## src/rtl/hazard_ctrl.sv

```systemverilog
// Hazard and sequencing controller for the 5-stage MIPS pipeline: load-use stalls,
// EX-resolved redirects, data-memory wait freezes, plus event counters and a timeout flag.
module hazard_ctrl #(
  parameter int CNT_W    = 16,
  parameter int MAX_WAIT = 64
) (
  input  logic             clk,
  input  logic             rst_n,
  input  logic [4:0]       rs_ID,
  input  logic [4:0]       rt_ID,
  input  logic             uses_rt_ID,
  input  logic             MemRead_EX,
  input  logic [4:0]       rt_EX,
  input  logic             redirect_EX,
  input  logic             mem_req_MEM,
  input  logic             mem_ready,
  input  logic             cnt_clr,
  output logic             pc_write,
  output logic             if_id_write,
  output logic             id_ex_write,
  output logic             ex_mem_write,
  output logic             pc_redirect,
  output logic             if_id_flush,
  output logic             id_ex_flush,
  output logic             mem_wb_flush,
  output logic [CNT_W-1:0] stall_cnt,
  output logic [CNT_W-1:0] flush_cnt,
  output logic             mem_timeout
);

  localparam int WAIT_W = $clog2(MAX_WAIT + 1);
  localparam logic [WAIT_W-1:0] WAIT_MAX = WAIT_W'(MAX_WAIT);

  typedef enum logic {
    ST_RUN  = 1'b0,
    ST_WAIT = 1'b1
  } state_e;

  state_e            state_q, state_d;
  logic [WAIT_W-1:0] wait_cnt_q, wait_cnt_d;
  logic [CNT_W-1:0]  stall_cnt_q, stall_cnt_d;
  logic [CNT_W-1:0]  flush_cnt_q, flush_cnt_d;
  logic              mem_timeout_q, mem_timeout_d;

  logic mem_busy;
  logic load_use;
  logic do_redirect;
  logic do_stall;

  always_comb begin
    mem_busy    = mem_req_MEM & ~mem_ready;
    load_use    = MemRead_EX & (rt_EX != 5'd0) &
                  ((rt_EX == rs_ID) | (uses_rt_ID & (rt_EX == rt_ID)));
    do_redirect = ~mem_busy & redirect_EX;
    do_stall    = ~mem_busy & ~redirect_EX & load_use;
  end

  // Freeze beats redirect beats stall; while in reset the pipeline is filled with bubbles.
  always_comb begin
    pc_write     = 1'b1;
    if_id_write  = 1'b1;
    id_ex_write  = 1'b1;
    ex_mem_write = 1'b1;
    pc_redirect  = 1'b0;
    if_id_flush  = 1'b0;
    id_ex_flush  = 1'b0;
    mem_wb_flush = 1'b0;
    if (!rst_n) begin
      pc_write     = 1'b0;
      if_id_write  = 1'b0;
      id_ex_write  = 1'b0;
      ex_mem_write = 1'b0;
      if_id_flush  = 1'b1;
      id_ex_flush  = 1'b1;
      mem_wb_flush = 1'b1;
    end else if (mem_busy) begin
      pc_write     = 1'b0;
      if_id_write  = 1'b0;
      id_ex_write  = 1'b0;
      ex_mem_write = 1'b0;
      mem_wb_flush = 1'b1;
    end else if (redirect_EX) begin
      pc_redirect  = 1'b1;
      if_id_flush  = 1'b1;
      id_ex_flush  = 1'b1;
    end else if (load_use) begin
      pc_write     = 1'b0;
      if_id_write  = 1'b0;
      id_ex_flush  = 1'b1;
    end
  end

  always_comb begin
    state_d       = state_q;
    wait_cnt_d    = wait_cnt_q;
    stall_cnt_d   = stall_cnt_q;
    flush_cnt_d   = flush_cnt_q;
    mem_timeout_d = mem_timeout_q;

    if (state_q == ST_RUN) begin
      wait_cnt_d = '0;
      if (mem_busy) state_d = ST_WAIT;
    end else begin
      if (!mem_busy) begin
        state_d = ST_RUN;
      end else if (wait_cnt_q != WAIT_MAX) begin
        wait_cnt_d = wait_cnt_q + 1'b1;
      end
    end

    // Clear wins over any same-cycle increment or timeout set.
    if (cnt_clr) begin
      stall_cnt_d   = '0;
      flush_cnt_d   = '0;
      mem_timeout_d = 1'b0;
    end else begin
      if ((state_q == ST_WAIT) && mem_busy && (wait_cnt_d == WAIT_MAX))
        mem_timeout_d = 1'b1;
      if (do_stall && (stall_cnt_q != {CNT_W{1'b1}}))
        stall_cnt_d = stall_cnt_q + 1'b1;
      if (do_redirect && (flush_cnt_q != {CNT_W{1'b1}}))
        flush_cnt_d = flush_cnt_q + 1'b1;
    end
  end

  always_ff @(posedge clk or negedge rst_n) begin
    if (!rst_n) begin
      state_q       <= ST_RUN;
      wait_cnt_q    <= '0;
      stall_cnt_q   <= '0;
      flush_cnt_q   <= '0;
      mem_timeout_q <= 1'b0;
    end else begin
      state_q       <= state_d;
      wait_cnt_q    <= wait_cnt_d;
      stall_cnt_q   <= stall_cnt_d;
      flush_cnt_q   <= flush_cnt_d;
      mem_timeout_q <= mem_timeout_d;
    end
  end

  assign stall_cnt   = stall_cnt_q;
  assign flush_cnt   = flush_cnt_q;
  assign mem_timeout = mem_timeout_q;

endmodule

```

## config.mk

```make
export PLATFORM = sky130hd
export DESIGN_NAME = hazard_ctrl
export DESIGN_NICKNAME = d
export VERILOG_FILES = /design/src/rtl/hazard_ctrl.sv
export SDC_FILE = /design/constraint.sdc
export NUM_CORES = 1
export LEC_CHECK = 0
export CAP_MARGIN = 20
export CORE_MARGIN = 2
export CORE_UTILIZATION = 60
export DETAILED_ROUTE_END_ITERATION = 12
export DONT_BUFFER_PORTS = 1
export PLACE_DENSITY = 0.73
export SLEW_MARGIN = 30
export SYNTH_ARGS = -nofsm -noshare
export SYNTH_HDL_FRONTEND = slang
export SYNTH_SLANG_ARGS = --single-unit
export TNS_END_PERCENT = 1
```

## constraint.sdc

```tcl
create_clock -name clk -period 4.7 [get_ports clk]
set_input_delay 0.235 -clock clk [delete_from_list [all_inputs] [get_ports clk]]
set_output_delay 0.235 -clock clk [all_outputs]
set_load 0.005 [all_outputs]
```

* After elaboration in Yosys (flattened, before gate mapping)
Cells that the tools add are included.
** Operators by class
- Reductions and logical operators :: 8
- Add/subtract/negate cells :: 3
- Multiplexer cells :: 25
- Equality and inequality tests :: 6
- Bitwise logic cells :: 11
** Operators with widths (count)
- $mux W16 :: 4
- $add A16 B1 Y16 const B :: 2
- $ne A16 B16 Y1 const B :: 2
- $mux W7 :: 3
- $mux W1 :: 18
- $eq A5 B5 Y1 :: 2
- $add A7 B1 Y7 const B :: 1
- $and A1 B1 Y1 :: 7
- $eq A7 B7 Y1 const B :: 1
- $ne A7 B7 Y1 const B :: 1
- $reduce_bool A2 Y1 :: 3
- $reduce_bool A5 Y1 :: 1
- $logic_and A1 B1 Y1 :: 4
- $not A1 Y1 :: 3
- $or A1 B1 Y1 :: 1
** Storage, ports and cells
- Register bits after elaboration :: 41
- Word-level logic and storage cells :: 58

* Logic depth before layout (Yosys ltp)
Gate-level depths: netlist of the first run.
- Depth after elaboration :: 8
- Gate-level depth with buffers :: 8
- Mapped depth without buffers :: 8

* Least setup slack after synthesis of the first run
Ideal clock, no wire load.
- Path type :: register to register
- Start :: reg stall_cnt_q[0] (netlist: stall_cnt[0])
- End :: reg stall_cnt_q[12] (netlist: stall_cnt[12])
- Path buffers :: 1
- Arrival time :: 1885 ps
- Setup slack :: 2690 ps
- Period minus slack after synthesis :: 2010 ps
- Stages on the path, launching flop included :: 9
- Required time :: 4575 ps
- Library setup time :: 125 ps
- Cells stage by stage :: dfrtp_1 ha_1 nand4_1 nor4_1 nor4_4 nand2_2 buf_6 nor3_1 mux2_2
** On the way
- Longest elaborated chain between the ends :: 3
- Elaborated cells on any way between the ends :: 6
- Classes of those cells :: add/sub (1); eq/ne (1); mux (2); reduce/logical (2)
** Ends and longest elaborated chain
- from (decl) :: RTL line 41 : logic [CNT_W-1:0] stall_cnt_q, stall_cnt_d;
- from (signal assigned) :: RTL line 136 : stall_cnt_q <= stall_cnt_d;
- $add A16 B1 Y16 or $ne A16 B16 Y1 (tied branches) :: RTL line 120, 119
- $mux W16 or $logic_and A1 B1 Y1 (tied branches) :: RTL line 119 : if (do_stall && (stall_cnt_q != {CNT_W{1'b1}}))
- $mux W16 or $reduce_bool A2 Y1 (tied branches)
Several ways; a longest one is shown, not always the timed one. The select of a mux whose other input is x is not followed.
A chain may end at the register's enable or synchronous reset.

* Worst setup path in the final report of the first run
- Start :: reg wait_cnt_q[0]
- End :: reg mem_timeout_q (netlist: mem_timeout)
** On the way
- Longest elaborated chain between the ends :: 7
- Elaborated cells on any way between the ends :: 8
- Classes of those cells :: add/sub (1); eq/ne (2); mux (3); reduce/logical (2)
** Ends and longest elaborated chain
- from (decl) :: RTL line 40 : logic [WAIT_W-1:0] wait_cnt_q, wait_cnt_d;
- from (signal assigned) :: RTL line 135 : wait_cnt_q <= wait_cnt_d;
- $add A7 B1 Y7 or $ne A7 B7 Y1 (tied branches) :: RTL line 107, 106
- $mux W7 :: RTL line 106 : end else if (wait_cnt_q != WAIT_MAX) begin
- $mux W7 (*) :: RTL line 104 : if (!mem_busy) begin
- $mux W7 (*) :: RTL line 100 : if (state_q == ST_RUN) begin
- $eq A7 B7 Y1 (*) :: RTL line 117 : if ((state_q == ST_WAIT) && mem_busy && (wait_cnt_d == WAIT_MAX))
- $logic_and A1 B1 Y1 (*) :: RTL line 117
- $reduce_bool A2 Y1 (no source line) (*)
- to (signal assigned) :: RTL line 138 : mem_timeout_q <= mem_timeout_d;
- to (decl) :: RTL line 43 : logic mem_timeout_q, mem_timeout_d;
Every way passes the cells marked *; elsewhere a longest branch is shown, timed or not.

==> flow_summary.ini, run 1 <==
[sta]
hold_ws_ns = 0.102
fmax_mhz = 432
hold_viol = 0
finalMaxSlewViolations = 0
slew_headroom_pct = 43.7
setup_ws_ns = 2.39
finalSetupViolations = 0
fin_crit_ns = 2.31
fin_setup_tns_ns = 0
worstMarginPinSlew_ns = 0.844
finClkSkew_ns = 0.00336
period_share_pct = 49.2
rsz0062_at_grt = false

[clock_network]
htreeDepth = 2
clk_root_buffer_cell = clkbuf_8
cts_hold_buf = 3
cts-resized-gates = 0
worst_skew_pair.late_latency_ns = 0.29
post_cts_buffers = 0
cts_tree = yes
clk_pin_slew_ns = 0.08
clock_path_buffers = 2
cts_buffers = 5
cts.sinks = 41

[setup_path]
path_cells = inv_1, ha_1, nor4b_1, nand3b_1, o21ai_0, a21oi_1, a211oi_1, a32o_1
end_kind = flop
cpPeakStageDelay_ns = 0.55
slowest_stage = o21ai_0
cp.required_ns = 4.94
cp.arrival_ns = 2.55
criticalPathCategory = reg -> reg
critical_path.max_fanout = 6
setup.worst_path.start_class = flop

[yosys]
syn_avg_cell_area_um2 = 9.39
synth_top_area_share_pct = 43.2
synth_area_leaders = dfrtp_1 (43%), xor2_1 (8.5%), xnor2_1 (6.6%)
synth-seq-cells = 41
synth_flop_cell = dfrtp_1
yosysSeqAreaShare_pct = 43.2
async_reset_ff_share_pct = 100
synth_nets = 280
syn_inst = 253
ys_warn_count = 0
synth.cell_area_um2 = 2370
synth-edff-count = 0
yosysUniqueCellTypes = 46
yosys.area.top_type = dfrtp_1

[pwr]
switching_share_pct = 22.2
internal_power_uw = 546
peakVddDrop_uv = 168
power_frac_comb_pct = 6.6
power.switching_uw = 156
clock_power_share_pct = 42.4
seqPwrFrac_pct = 51.1
power_uw = 702
p_leak_nw = 1.07
p_per_area_nw_per_um2 = 278

[grt]
gr-usage-all-layers_pct = 24.4
grt_pass1_vias = 1685
grt_pass1_wl_um = 8000
grt_antenna_before_repair = 1
grt-ovfl-total = 0
grt_max_degree = 42

[place]
io_buffers = 0
dp_cells = 292
place.gp.congestion = 0.839
place_area_um2 = 2370
pre_cts_slack_ns = 2.46
dp_hpwl_um = 3340

[detailed_routing]
via_per_inst = 6.03
drc = 0
drt_iter0_drc = 74
drt-wirelength-per-cell_um = 16.2
num_vias = 1834
ant_nets = 0
drtPass1Iterations = 4
routed_wl_um = 4920

[hold_path]
hold_path_class = in -> reg

[layout]
final_cells = 304
drive_gt1_share_pct = 7.45
area_growth_pct = 6.43
fill_cells = 317
design_area_um2 = 2530
final_cell_mix = dfrtp_1 (41), nor2_1 (38), xor2_1 (23)
final_util_pct = 67.5
nets = 281
final_common_cell = dfrtp_1

[floorplan]
pin_count = 64
die_h_um = 66.9
dieArea_um2 = 4480
start_util_pct = 63.4
core_area_um2 = 3740
die_w_um = 66.9
row_count = 22

[outcome]
run_status = finished clean

[flow_run]
cap_violations = 0
==> power by group through the flow <==
stage / logic [mW] / clock network (mW) / registers [mW]
3_3_place_gp: 0.0324 / 0 / 0.365
6_report: 0.0462 / 0.297 / 0.358
2_1_floorplan: 0.0359 / 0 / 0.364
3_5_place_dp: 0.0331 / 0 / 0.365
5_1_grt: 0.0532 / 0.321 / 0.359
4_1_cts: 0.0476 / 0.304 / 0.358
==> Yosys cell counts, types with 2 or more instances <==
master,n
dfrtp_1,41
xor2_1,23
clkbuf_1,5
nand3_1,19
nand4_1,11
and4_1,3
xnor2_1,18
or3_1,5
o21ai_0,5
a21oi_1,7
inv_1,5
ha_1,4
mux2i_1,2
nor2_1,38
nor4_1,3
nand2_1,18
nor2b_1,5
or4_1,2
and2_1,2
and3_1,7
buf_4,2
nor3_1,4
==> critical path: cells and delay by family, from the launching register on <==
| kind | cells | cell delay, ns |
|---|---|---|
| buf+inv | 1 | 0.11 |
| fa+ha+maj | 1 | 0.17 |
| simple gates | 2 | 0.54 |
| flops | 1 | 0.41 |
| compound gates | 4 | 1.03 |
==> routing by layer <==
layer / wire, µm / up-vias / global-route usage (%)
li1: - / 882 / -
met1: 2190 / 864 / 31.5
met2: 2260 / 80 / 36.4
met3: 401 / 8 / 9.29
met4: 74 / 0 / 10.5
met5: 0 / - / 0
==> worst paths after layout <==
kind                                         start                  endpoint  slack, ns  depth (start not counted)
min                                        cnt_clr  stall_cnt[3]$_DFFE_PN0P_       0.10                          2
max                        wait_cnt_q[0]$_DFF_PN0_   mem_timeout$_DFFE_PN0P_       2.39                          8
min reg2reg                mem_timeout$_DFFE_PN0P_   mem_timeout$_DFFE_PN0P_       0.54                          1
min in group asynchronous                    rst_n   wait_cnt_q[5]$_DFF_PN0_       0.42                          2
max in group asynchronous                    rst_n  flush_cnt[5]$_DFFE_PN0P_       4.08                          2
max reg2reg                wait_cnt_q[0]$_DFF_PN0_   mem_timeout$_DFFE_PN0P_       2.39                          8
==> kinds of logic (layout without fill, tap and decap cells) <==
group	count (synthesis)	in the layout	share of synthesized area, %
xor gates and xnor gates	41	41	15.1
buffers and inverters	15	17	3.90
other	0	1	0
adders and majority gates	4	4	2.11
AOI/OAI and AO/OA	23	23	6.43
DFF	41	41	43.2
and+or+nand+nor	126	126	27.9
muxes	3	3	1.32
==> state kept, by name, indices dropped and copies added, names as in the netlist <==
name and flops:
mem_timeout 1, state_q 1, flush_cnt 16, stall_cnt 16, wait_cnt_q 7
==> area by class of cell <==
| type | instances | area, µm² | area share (%) |
|---|---|---|---|
| clock buffers | 6 | 82.6 | 3.27 |
| multi-input cells | 197 | 1260 | 49.7 |
| clock inverters | 2 | 37.5 | 1.49 |
| well taps | 48 | 60.1 | 2.38 |
| flip-flops and latches | 41 | 1030 | 40.6 |
| inverters | 6 | 27.5 | 1.09 |
| diodes | 1 | 2.50 | 0.0990 |
| repair buffers | 3 | 35.0 | 1.39 |
No activity file was read; power rests on OpenSTA's default activity.
==> run 2: changes to the inputs <==
--- a/config.mk
+++ b/config.mk
@@ -7,10 +7,10 @@
 export LEC_CHECK = 0
 export CAP_MARGIN = 20
 export CORE_MARGIN = 2
-export CORE_UTILIZATION = 60
+export CORE_UTILIZATION = 57
 export DETAILED_ROUTE_END_ITERATION = 12
 export DONT_BUFFER_PORTS = 1
-export PLACE_DENSITY = 0.73
+export PLACE_DENSITY = 0.72
 export SLEW_MARGIN = 30
 export SYNTH_ARGS = -nofsm -noshare
 export SYNTH_HDL_FRONTEND = slang
==> constraint.sdc (replaced) <==
create_clock -name clk -period 2.05 [get_ports clk]
set_input_delay 0.1025 -clock clk [delete_from_list [all_inputs] [get_ports clk]]
set_output_delay 0.1025 -clock clk [all_outputs]
set_load 0.005 [all_outputs]
==> run 2 against run 1 <==
  * Combinational power rose to 2.5 times the previous value
  * Worst hold slack worse by 0.087 ns
  * Die area increased by 4.9%
  * Critical path depth decreased by 1
  * Largest power group unchanged
  * Sequential power rose by 130%
  * Largest cell class unchanged
  * Critical endpoint is now stall_cnt[12]$_DFFE_PN0P_
==> flow_summary.ini, run 2 (synthesis results as in run 1) <==
[layout]
nets = 297
multi_input_area_um2 = 1280
area_growth_pct = 12.3
diodes = 0
seqCellArea_um2 = 1030
final_cell_mix = dfrtp_1 (41), nor2_1 (38), xor2_1 (23)
drive_gt1_share_pct = 13.7
final_common_cell = dfrtp_1
fill_cells = 337

[sta]
slew_headroom_pct = 60.7
period_share_pct = 94.2
finClkSkew_ns = 0.00421
rsz0062_at_grt = true
hold_ws_ns = 0.0141
fin_crit_ns = 1.93
finalMaxSlewViolations = 0
fin_setup_tns_ns = 0
hold_viol = 0
worstMarginPinSlew_ns = 0.590
finalSetupViolations = 0
fmax_mhz = 518

[setup_path]
critical_path.max_fanout = 11
criticalPathCategory = reg -> reg
setup.worst_path.start_class = flop
end_kind = flop
cp.arrival_ns = 2.11
cp.required_ns = 2.23

[grt]
grt_pass1_wl_um = 8330
grt-ovfl-total = 0
grt_antenna_before_repair = 0
grt_pass1_vias = 1830
grt_max_degree = 42
gr-usage-all-layers_pct = 24.3

[hold_path]
hold_path_class = in -> reg

[floorplan]
core_area_um2 = 4000
die_w_um = 68.5
die_h_um = 68.5
start_util_pct = 59.4
row_count = 23
pin_count = 64
dieArea_um2 = 4700

[flow_run]
cap_violations = 0

[detailed_routing]
drc = 0
drtPass1Iterations = 4
ant_nets = 0
routed_wl_um = 5170
num_vias = 1898
drt_iter0_drc = 139
via_per_inst = 5.91
drt-wirelength-per-cell_um = 16.1

[clock_network]
cts_tree = yes
clock_path_buffers = 2
post_cts_buffers = 0
worst_skew_pair.late_latency_ns = 0.29
cts.sinks = 41
clk_root_buffer_cell = clkbuf_8
htreeDepth = 2
cts_buffers = 5
clk_pin_slew_ns = 0.08

[pwr]
peakVddDrop_uv = 471
p_leak_nw = 1.17
power_mw = 1.61
p_per_area_nw_per_um2 = 602

[place]
place.gp.congestion = 0.862
io_buffers = 0
dp_hpwl_um = 3620

[outcome]
run_status = finished clean
## run 2: cell types whose count changed in the layout (fill, tap and decap cells not counted), sizes merged
cell	previous run	this run
clkinvlp	1	0
clkbuf	6	7
buf	2	18
diode	1	0
## run 2: path summary, 6_finish.rpt
kind                                     startpoint                         to  slack, ns  cells past startpoint
setup / recovery           stall_cnt[1]$_DFFE_PN0P_  stall_cnt[12]$_DFFE_PN0P_       0.12                      7
hold / removal                              cnt_clr  stall_cnt[11]$_DFFE_PN0P_       0.01                      2
setup reg to reg           stall_cnt[1]$_DFFE_PN0P_  stall_cnt[12]$_DFFE_PN0P_       0.12                      7
hold reg to reg             mem_timeout$_DFFE_PN0P_    mem_timeout$_DFFE_PN0P_       0.54                      1
max in group asynchronous                     rst_n   flush_cnt[8]$_DFFE_PN0P_       1.55                      2
min in group asynchronous                     rst_n  flush_cnt[14]$_DFFE_PN0P_       0.29                      2
## run 2: layout make-up
cell class,count,area share (%)
Multi-Input combinational cell,197,48.0
Sequential cell,41,38.5
Timing Repair Buffer,19,5.82
Clock buffer,7,3.24
Tap cell,50,2.35
Clock inverter,1,1.13
Inverter,6,1.03
## run 2: per-stage QoR
stage          instance area [µm²]  setup slack [ns]  util [%]  cells
2_1_floorplan                 2370            0.0404         -    253
3_3_place_gp                  2490             0.140      62.3    310
3_5_place_dp                  2490             0.102      62.3    310
4_1_cts                       2650            0.0495      66.2    321
5_1_grt                       2670          -0.00214      66.7    321
6_report                      2670             0.119      66.7    321
## run 2: critical path, cell delays in order, from the launching register on
cell     delay [ns]
dfrtp_1        0.43
ha_1           0.25
nand4_1        0.12
nor4_2         0.06
nor4_4         0.22
nand2_4        0.14
nor3_1         0.24
mux2_2         0.36
## run 2: power by group
| group | switching (mW) | internal, mW |
|---|---|---|
| registers | 0.00771 | 0.814 |
| logic | 0.0699 | 0.0471 |
| clock network | 0.270 | 0.397 |
## run 2: layer usage
layer	GRT usage, %	wire, µm	vias up
li1	-	-	908
met1	30.1	2180	897
met2	40.4	2520	87
met3	7.79	427	6
met4	7.25	51	0
met5	0	0	-
## run 2: timing repair
action | CTS | global route
endpoints found under the setup margin | 0 | 12
endpoints found under the hold margin | 72 | 0
gates resized for setup | 0 | 5
hold buffers | 3 | 0
==> run 3: changes to the inputs <==
--- a/config.mk
+++ b/config.mk
@@ -10,7 +10,7 @@
 export CORE_UTILIZATION = 57
 export DETAILED_ROUTE_END_ITERATION = 12
 export DONT_BUFFER_PORTS = 1
-export PLACE_DENSITY = 0.72
+export PLACE_DENSITY = 0.75
 export SLEW_MARGIN = 30
 export SYNTH_ARGS = -nofsm -noshare
 export SYNTH_HDL_FRONTEND = slang
==> run 3 against run 2 <==
  * Maximum frequency rose by 0.26%
  * Worst hold slack better by 0.029 ns
  * Final area is 2.8% lower
  * Clock power down 19%
  * Flip-flop and latch count did not move
  * Cell count shrank 1.9%
  * Critical path type unchanged
==> flow_summary.ini, run 3 (synthesis results as in run 1) <==
[clock_network]
worst_skew_pair.late_latency_ns = 0.29
clock_path_buffers = 2
cts_tree = yes
clk_root_buffer_cell = clkbuf_8
clk_pin_slew_ns = 0.08
post_cts_buffers = 0
htreeDepth = 2
cts.sinks = 41
cts_buffers = 5

[outcome]
run_status = finished clean

[sta]
finClkSkew_ns = 0.00897
period_share_pct = 94.0
finalMaxSlewViolations = 0
rsz0062_at_grt = false
finalSetupViolations = 0
fin_setup_tns_ns = 0
fin_crit_ns = 1.93
fmax_mhz = 519
worstMarginPinSlew_ns = 0.567
slew_headroom_pct = 62.2
hold_viol = 0

[floorplan]
dieArea_um2 = 4700
core_area_um2 = 4000
die_w_um = 68.5
row_count = 23
pin_count = 64
start_util_pct = 59.4
die_h_um = 68.5

[pwr]
power.switching_uw = 345
p_per_area_nw_per_um2 = 568
peakVddDrop_uv = 440
clock_power_share_pct = 36.5
power_frac_comb_pct = 7.8
power_mw = 1.47
p_leak_nw = 1.12
switching_share_pct = 23.4
internal_power_mw = 1.13
seqPwrFrac_pct = 55.8

[grt]
grt_antenna_before_repair = 0
grt_pass1_wl_um = 8540
gr-usage-all-layers_pct = 25.2
grt_max_degree = 42
grt-ovfl-total = 0
grt_pass1_vias = 1840

[detailed_routing]
num_vias = 1845
routed_wl_um = 5130
drt-wirelength-per-cell_um = 16.3
via_per_inst = 5.86
ant_nets = 0
drtPass1Iterations = 4
drt_iter0_drc = 125
drc = 0

[layout]
area_growth_pct = 9.17
diodes = 0
design_area_um2 = 2590
final_cell_mix = dfrtp_1 (41), nor2_1 (38), xor2_1 (23)
final_util_pct = 64.8
drive_gt1_share_pct = 11.3
final_common_cell = dfrtp_1
nets = 292

[setup_path]
worst_r2r_path_depth = 7
criticalPathCategory = reg -> reg
end_kind = flop
setup.worst_path.start_class = flop
critical_path.max_fanout = 11
cp.required_ns = 2.24
cp.arrival_ns = 2.11

[hold_path]
hold_path_class = in -> reg
min_path_cells = 2

[place]
place_area_um2 = 2450
io_buffers = 0
dp_hpwl_um = 3570
place.gp.congestion = 0.827

[flow_run]
cap_violations = 0
run 3: cell types whose count changed in the layout (fill, tap and decap cells not counted), sizes merged:
cell	previous run	this run
buf	18	12
bufinv	1	0
dlygate4sd3	1	2
run 3: final timing paths:
kind | from | slack, ns | endpoint
setup / recovery | stall_cnt[1]$_DFFE_PN0P_ | 0.12 | stall_cnt[12]$_DFFE_PN0P_
hold / removal | redirect_EX | 0.04 | flush_cnt[2]$_DFFE_PN0P_
setup reg to reg | stall_cnt[1]$_DFFE_PN0P_ | 0.12 | stall_cnt[12]$_DFFE_PN0P_
hold reg to reg | mem_timeout$_DFFE_PN0P_ | 0.55 | mem_timeout$_DFFE_PN0P_
max in group asynchronous | rst_n | 1.59 | wait_cnt_q[1]$_DFF_PN0_
min in group asynchronous | rst_n | 0.25 | stall_cnt[0]$_DFFE_PN0P_
run 3: per-stage QoR:
step | hold slack, ns | cells | setup WS (ns)
final | 0.0427 | 315 | 0.124
after global placement | -0.192 | 304 | 0.108
after CTS | 0.0274 | 315 | 0.0623
after floorplan | -0.193 | 253 | 0.0404
after detailed placement | -0.193 | 304 | 0.0671
after global routing | 0.0365 | 315 | 0.0217
run 3: timing repair:
action	4_1_cts	5_1_grt
resized for setup	0	3
endpoints found under the setup margin	0	13
hold buffers	4	0
endpoints found under the hold margin	72	0
run 3: power by group through the flow:
| stage | clock [mW] | sequential (mW) | combinational (mW) |
|---|---|---|---|
| 4_1_cts | 0.555 | 0.822 | 0.118 |
| 5_1_grt | 0.599 | 0.822 | 0.132 |
| 3_3_place_gp | 0 | 0.837 | 0.0796 |
| 2_1_floorplan | 0 | 0.836 | 0.0824 |
| 3_5_place_dp | 0 | 0.838 | 0.0816 |
| 6_report | 0.537 | 0.822 | 0.114 |
run 3: cell type report:
| type | count | area [µm²] |
|---|---|---|
| Fill cell | 349 | 1410 |
| Multi-Input combinational cell | 197 | 1270 |
| Sequential cell | 41 | 1030 |
| Timing Repair Buffer | 14 | 120 |
| Clock buffer | 7 | 86.3 |
| Tap cell | 50 | 62.6 |
| Inverter | 6 | 27.5 |
run 3: worst max-delay path: stages, from the launching register on:
cell and delay (ns):
dfrtp_1 0.43, ha_1 0.23, nand4_1 0.12, nor4_2 0.07, nor4_4 0.17, nand2_2 0.19, nor3_1 0.25, mux2_2 0.35
run 3: routing by layer:
layer	up-vias	wire length, µm	track usage [%]
met2	71	2390	40.7
met1	863	2280	31.3
met5	-	0	0
li1	902	-	-
met3	9	382	8.93
met4	0	71	8.75
